**config.mk**
```make
export PLATFORM = sky130hd
export DESIGN_NAME = led_trace_capture
export DESIGN_NICKNAME = d
export VERILOG_FILES = /design/src/rtl/led_trace_capture.sv
export SDC_FILE = /design/constraint.sdc
export NUM_CORES = 1
export LEC_CHECK = 0
export CELL_PAD_IN_SITES_DETAIL_PLACEMENT = 1
export CELL_PAD_IN_SITES_GLOBAL_PLACEMENT = 2
export CORE_MARGIN = 8
export CORE_UTILIZATION = 49
export CTS_CLUSTER_DIAMETER = 120
export DETAILED_ROUTE_END_ITERATION = 8
export DONT_BUFFER_PORTS = 1
export GPL_TIMING_DRIVEN = 0
export PLACE_DENSITY_LB_ADDON = 0.1
export SKIP_LAST_GASP = 1
export SYNTH_ARGS = -nofsm -noshare
export SYNTH_HDL_FRONTEND = slang
export SYNTH_SLANG_ARGS = --single-unit
```
**constraint.sdc**
```tcl
create_clock -name CLK -period 8.2 [get_ports CLK]
set_input_delay 0.41 -clock CLK [delete_from_list [all_inputs] [get_ports CLK]]
set_output_delay 0.41 -clock CLK [all_outputs]
set_load 0.01 [all_outputs]
```
**src/rtl/led_trace_capture.sv**
```systemverilog
// led_trace_capture
// Records every change of a 32-bit LED word together with the cycle
// timestamp at which the change was seen. Records go into a small
// first-word-fall-through FIFO that a consumer drains with a valid/ready handshake.
//
// Parameters
//   DEPTH     FIFO entries (power of two, 2..64)
//   STAMP_W   timestamp width; the stamp counter wraps at 2^STAMP_W
//
// Ports
//   CLK        single clock, rising edge
//   RESET      synchronous active-high reset
//   LEDS       LED word from the SOC, sampled every cycle
//   out_valid  head entry available
//   out_ready  consumer accepts the head entry
//   out_data   LED value of the head entry
//   out_stamp  timestamp of the head entry
//   level      number of entries held (0..DEPTH)
//   overflow   sticky: a change event was dropped because the FIFO was full
module led_trace_capture #(
    parameter int unsigned DEPTH   = 8,
    parameter int unsigned STAMP_W = 16
) (
    input  logic                       CLK,
    input  logic                       RESET,
    input  logic [31:0]                LEDS,
    output logic                       out_valid,
    input  logic                       out_ready,
    output logic [31:0]                out_data,
    output logic [STAMP_W-1:0]         out_stamp,
    output logic [$clog2(DEPTH):0]     level,
    output logic                       overflow
);

    localparam int unsigned AW = $clog2(DEPTH);

    localparam logic [AW:0]        FULL_LVL  = (AW + 1)'(DEPTH);
    localparam logic [AW:0]        LVL_ONE   = (AW + 1)'(1);
    localparam logic [AW-1:0]      PTR_ONE   = AW'(1);
    localparam logic [STAMP_W-1:0] STAMP_ONE = STAMP_W'(1);

    logic [STAMP_W-1:0] stamp_q, stamp_d;
    logic [31:0]        prev_leds_q, prev_leds_d;
    logic [AW-1:0]      wr_ptr_q, wr_ptr_d;
    logic [AW-1:0]      rd_ptr_q, rd_ptr_d;
    logic [AW:0]        level_q, level_d;
    logic               overflow_q, overflow_d;

    // Storage is deliberately left out of reset; level_q alone says what is live.
    logic [31:0]        data_mem  [DEPTH];
    logic [STAMP_W-1:0] stamp_mem [DEPTH];

    logic change;
    logic full;
    logic pop;
    logic push;

    always_comb begin
        change = (LEDS != prev_leds_q);
        full   = (level_q == FULL_LVL);
        pop    = (level_q != '0) && out_ready;
        // A pop in the same cycle frees the slot, so a full FIFO still accepts.
        push   = change && (!full || pop);
    end

    always_comb begin
        stamp_d     = stamp_q + STAMP_ONE;
        prev_leds_d = LEDS;
        wr_ptr_d    = wr_ptr_q;
        rd_ptr_d    = rd_ptr_q;
        level_d     = level_q;
        overflow_d  = overflow_q;

        if (push) begin
            wr_ptr_d = wr_ptr_q + PTR_ONE;
        end
        if (pop) begin
            rd_ptr_d = rd_ptr_q + PTR_ONE;
        end

        case ({push, pop})
            2'b10:   level_d = level_q + LVL_ONE;
            2'b01:   level_d = level_q - LVL_ONE;
            default: level_d = level_q;
        endcase

        if (change && !push) begin
            overflow_d = 1'b1;
        end
    end

    always_ff @(posedge CLK) begin
        if (RESET) begin
            stamp_q     <= '0;
            prev_leds_q <= '0;
            wr_ptr_q    <= '0;
            rd_ptr_q    <= '0;
            level_q     <= '0;
            overflow_q  <= 1'b0;
        end else begin
            stamp_q     <= stamp_d;
            prev_leds_q <= prev_leds_d;
            wr_ptr_q    <= wr_ptr_d;
            rd_ptr_q    <= rd_ptr_d;
            level_q     <= level_d;
            overflow_q  <= overflow_d;
        end
    end

    // The stamp stored is the pre-increment value seen at the sampling edge.
    always_ff @(posedge CLK) begin
        if (push && !RESET) begin
            data_mem[wr_ptr_q]  <= LEDS;
            stamp_mem[wr_ptr_q] <= stamp_q;
        end
    end

    always_comb begin
        out_valid = (level_q != '0);
        out_data  = data_mem[rd_ptr_q];
        out_stamp = stamp_mem[rd_ptr_q];
        level     = level_q;
        overflow  = overflow_q;
    end

endmodule

```
==> flow_results.org <==
** Outcome
- The run finished with clean final reports.

** STA
- Crit path setup slack, layout :: 4610 ps
- For the final routed database, the setup TNS stands at 0 ps.
- Pin slew with the least headroom to its limit :: around 1100 ps
- Max Clock Skew :: approximately 13 ps
- For the finished layout, the period the worst path requires is 3590 ps.
- Number of pins with negative max-slew slack in the final report :: 0
- Measured against its own limit, the worst slew margin works out to 29.5%.
- The final critical path takes up 43.8% of the cycle.
- The number of hold violations in the final report is 0.
- Final-report setup violation count :: 0
- Setup repair after global routing left no endpoint under its margin.
- Worst hold-check slack :: about 73 ps
- Max Clock Freq :: about 0.28 GHz

** Final layout
- The area growth from synthesis to layout is 17.3%.
- The finished cells cover 19,900 um^2.
- Final core area utilization :: 58.0%
- Fin nets :: approximately 1,000
- Proportion of layout cells with a drive suffix above 1 :: 28.0%
- Number of fillers in the final layout :: 2,975
- Diode insertion count for antenna repair :: 0

** Routing
- For this block, the via count after detailed routing is 8,217.
- Post-detailed-route count of antenna-violating nets :: 0
- For this run, design rule violations remaining after detail routing come to 0.
- Via density :: 5.65
- Number of detailed-routing iterations run before antenna repair :: 5
- After detailed routing, the average wire length per cell comes to around 28 um.
- After the first detailed-routing iteration, the DRC count stood at roughly 530.
- The routed design has 40,300 um of wire.

** Worst setup path
- Along the worst path, the maximum fanout reaches 10.
- The worst setup path is captured at an output port.
- Type of the worst setup path :: reg2out
- STA classifies the critical path startpoint as a flop.
- For the worst setup path, the data required time is between 7000 and 8000 ps.
- Data on the critical path arrives at its endpoint at 3180 ps.
- For flop-to-flop paths, the worst setup slack is between 4000 and 5000 ps.
- Measured in cells, the most critical reg-to-reg path has a length of 9.

** Floorplan
- The floorplan has 68 rows.
- The floorplan step set the die height to 202 um.
- Die outline area :: 40,900 um^2
- In this run the standard cell core region covers 34,400 um^2.
- Initial Utilization :: around half
- Top-level port count :: 89
- The die is 202 um wide.

** Pwr
- Internal power contribution :: 0.00417 W
- Leakage power of the design :: 6.49 nW
- Per report_power, the clock group accounts for 37.2% of the total.
- Net switching fraction of the power :: 24.3%
- The share of total power dissipated in sequential elements is ~47%.
- Power density over cell area :: 276 nW/um^2
- For this design the total switching power over the nets is 0.00134 W.
- Of the total power, combinational logic draws 16.2%.
- VDD IR-drop max :: ~0.19 mV

** Synth
- Yosys instantiated no cell more often than sky130_fd_sc_hd__edfxtp_1.
- For this run, the leading register cell type out of synthesis is sky130_fd_sc_hd__edfxtp_1.
- A synthesized cell averages slightly above 20 um^2.
- Yosys warnings :: 0
- Counting flops with an async set or reset pin after synthesis yields a share of 0%.
- Post-Synthesis Cell Area :: 17,000 um^2
- Counting flops and latches in the post-synthesis netlist gives 446.
- Summing the sequential cell areas from Yosys gives roughly three quarters of the chip area.
- The synthesized design contains 384 enable-type register cells.
- After synthesis, the largest area contributor takes up 67.9% of total cell area.
- After synthesis, the cell types taking the most area are sky130_fd_sc_hd__edfxtp_1 (68%), sky130_fd_sc_hd__mux4_2 (13%), sky130_fd_sc_hd__dfxtp_1 (7.3%).
- Largest area contributor in the netlist :: sky130_fd_sc_hd__edfxtp_1
- Yosys mapped the design onto 43 distinct sky130hd cell types.
- Post-synth net total :: approximately 870
- Most frequent cells after synthesis :: sky130_fd_sc_hd__edfxtp_1 (384), sky130_fd_sc_hd__mux4_2 (96), sky130_fd_sc_hd__dfxtp_1 (62)
- Post-Synthesis Cells :: 833

** Global routing
- Global routing finished with a remaining overflow of 0.
- Via count of the first global-routing pass :: 8,910
- For this run, the total global-route usage over all layers was measured as 19.8%.
- The initial antenna violation count came to 0.
- Wire length of the first global-routing pass :: about 60,000 um
- Pin count of the biggest net entering global routing :: 21

** Placement
- The count of buffers added on input and output ports is 0.
- Global placer's final weighted congestion :: 0.734
- Prior to clock tree synthesis, the placed netlist has a worst setup slack of 4640 ps.
- Placement Cell Area :: 18,100 um^2
- Once detailed placement completed, the half-perimeter wirelength came to 26,000 um.

** Clock network
- Clock transition at path regs :: about 60 ps
- Clock tree synthesis inserted a total of 46 buffers.
- For the worst-skew pair, the clock arrives at the later sink with an insertion delay of around 550 ps.
- TritonCTS built the clock tree.
- The number of gates resized after CTS was 0.
- TritonCTS Sinks :: approximately 450
- Number of buffers between clock root and the deepest sink :: 3
- The cell sitting at the root of the clock tree is a sky130_fd_sc_hd__clkbuf_16.
- CTS built an H-tree with a depth of 2.

** Min path
- Class of the tightest hold or removal check :: in2reg
- Hold Crit Depth :: 2

** Job
- Count of max-cap constraint violations :: 0
==> worst max-delay path, stage by stage (launching register included) <==
cell,delay [ps]
sky130_fd_sc_hd__dfxtp_1,310
sky130_fd_sc_hd__clkbuf_1,300
sky130_fd_sc_hd__clkbuf_1,570
sky130_fd_sc_hd__buf_1,700
sky130_fd_sc_hd__mux4_2,420
sky130_fd_sc_hd__mux2_2,330
==> cells by family after synthesis <==
| group | count (synthesis) | share of synthesized area (%) |
|---|---|---|
| DFF | 446 | 75.2 |
| muxes | 149 | 16.2 |
| and+or+nand+nor | 122 | 3.92 |
| xor gates and xnor gates | 47 | 2.42 |
| buffers and inverters | 45 | 1.09 |
| AOI/OAI and AO/OA | 18 | 0.641 |
| adders and majority gates | 6 | 0.486 |
==> final timing paths <==
path,start,to
worst min register to register,rd_ptr_q[1],flop
worst min-delay path,out_ready,level[2]
worst max-delay path,flop,out_data[21]
worst max register to register,prev_leds_q[30],data_mem[4][1]
==> cells in the final DEF, fill, tap and decap left out, types with 23 or more instances in the layout <==
master / count
sky130_fd_sc_hd__buf_4: 23
sky130_fd_sc_hd__clkbuf_1: 37
sky130_fd_sc_hd__clkbuf_16: 47
sky130_fd_sc_hd__dfxtp_1: 62
sky130_fd_sc_hd__dlygate4sd3_1: 33
sky130_fd_sc_hd__edfxtp_1: 384
sky130_fd_sc_hd__mux2_2: 50
sky130_fd_sc_hd__mux4_2: 96
sky130_fd_sc_hd__nor2_1: 28
sky130_fd_sc_hd__nor2b_1: 35
sky130_fd_sc_hd__xor2_1: 41
==> layer usage <==
layer	part of all wire, %	GRT usage, %	up-vias
li1	-	-	3597
met1	42	25.1	4390
met2	52	34.7	170
met3	4.4	3.75	60
met4	2.0	5.21	0
met5	0	0	-
==> flip-flops by register name, indices dropped and copies added, names as in the netlist, named ones only <==
name,count
stamp_mem,128
stamp_q,16
level,4
wr_ptr_q,3
prev_leds_q,32
data_mem,256
overflow,1
rd_ptr_q,3
==> metrics by stage <==
| step | power (W) | cells |
|---|---|---|
| after floorplan | 0.00326 | 833 |
| after global placement | 0.00347 | 1288 |
| after detailed placement | 0.00350 | 1337 |
| after CTS | 0.00558 | 1455 |
| after global routing | 0.00570 | 1455 |
| final | 0.00550 | 1455 |
==> power groups by stage <==
stage / Sequential [W] / Combinational [W] / Clock (W)
2_1_floorplan: 0.00261 / 0.000649 / 0
3_3_place_gp: 0.00263 / 0.000838 / 0
3_5_place_dp: 0.00262 / 0.000883 / 0
4_1_cts: 0.00257 / 0.000919 / 0.00209
5_1_grt: 0.00257 / 0.000958 / 0.00216
6_report: 0.00257 / 0.000889 / 0.00205
==> cell type report <==
| cell class | count | area, um^2 | area share (%) |
|---|---|---|---|
| Inverter | 8 | 30.0 | 0.151 |
| Clock inverter | 29 | 260 | 1.31 |
| Clock buffer | 56 | 1210 | 6.07 |
| Buffer | 37 | 155 | 0.779 |
| Timing Repair Buffer | 82 | 857 | 4.30 |
| Multi-Input combinational cell | 342 | 4070 | 20.4 |
| Tap cell | 455 | 569 | 2.86 |
| Sequential cell | 446 | 12800 | 64.1 |
==> what timing repair did <==
action                                 in CTS  in global routing
hold buffers                               33                  0
buffers inserted                            0                  0
endpoints found under the hold margin     287                  0
Power figures use the tool's default switching activity.
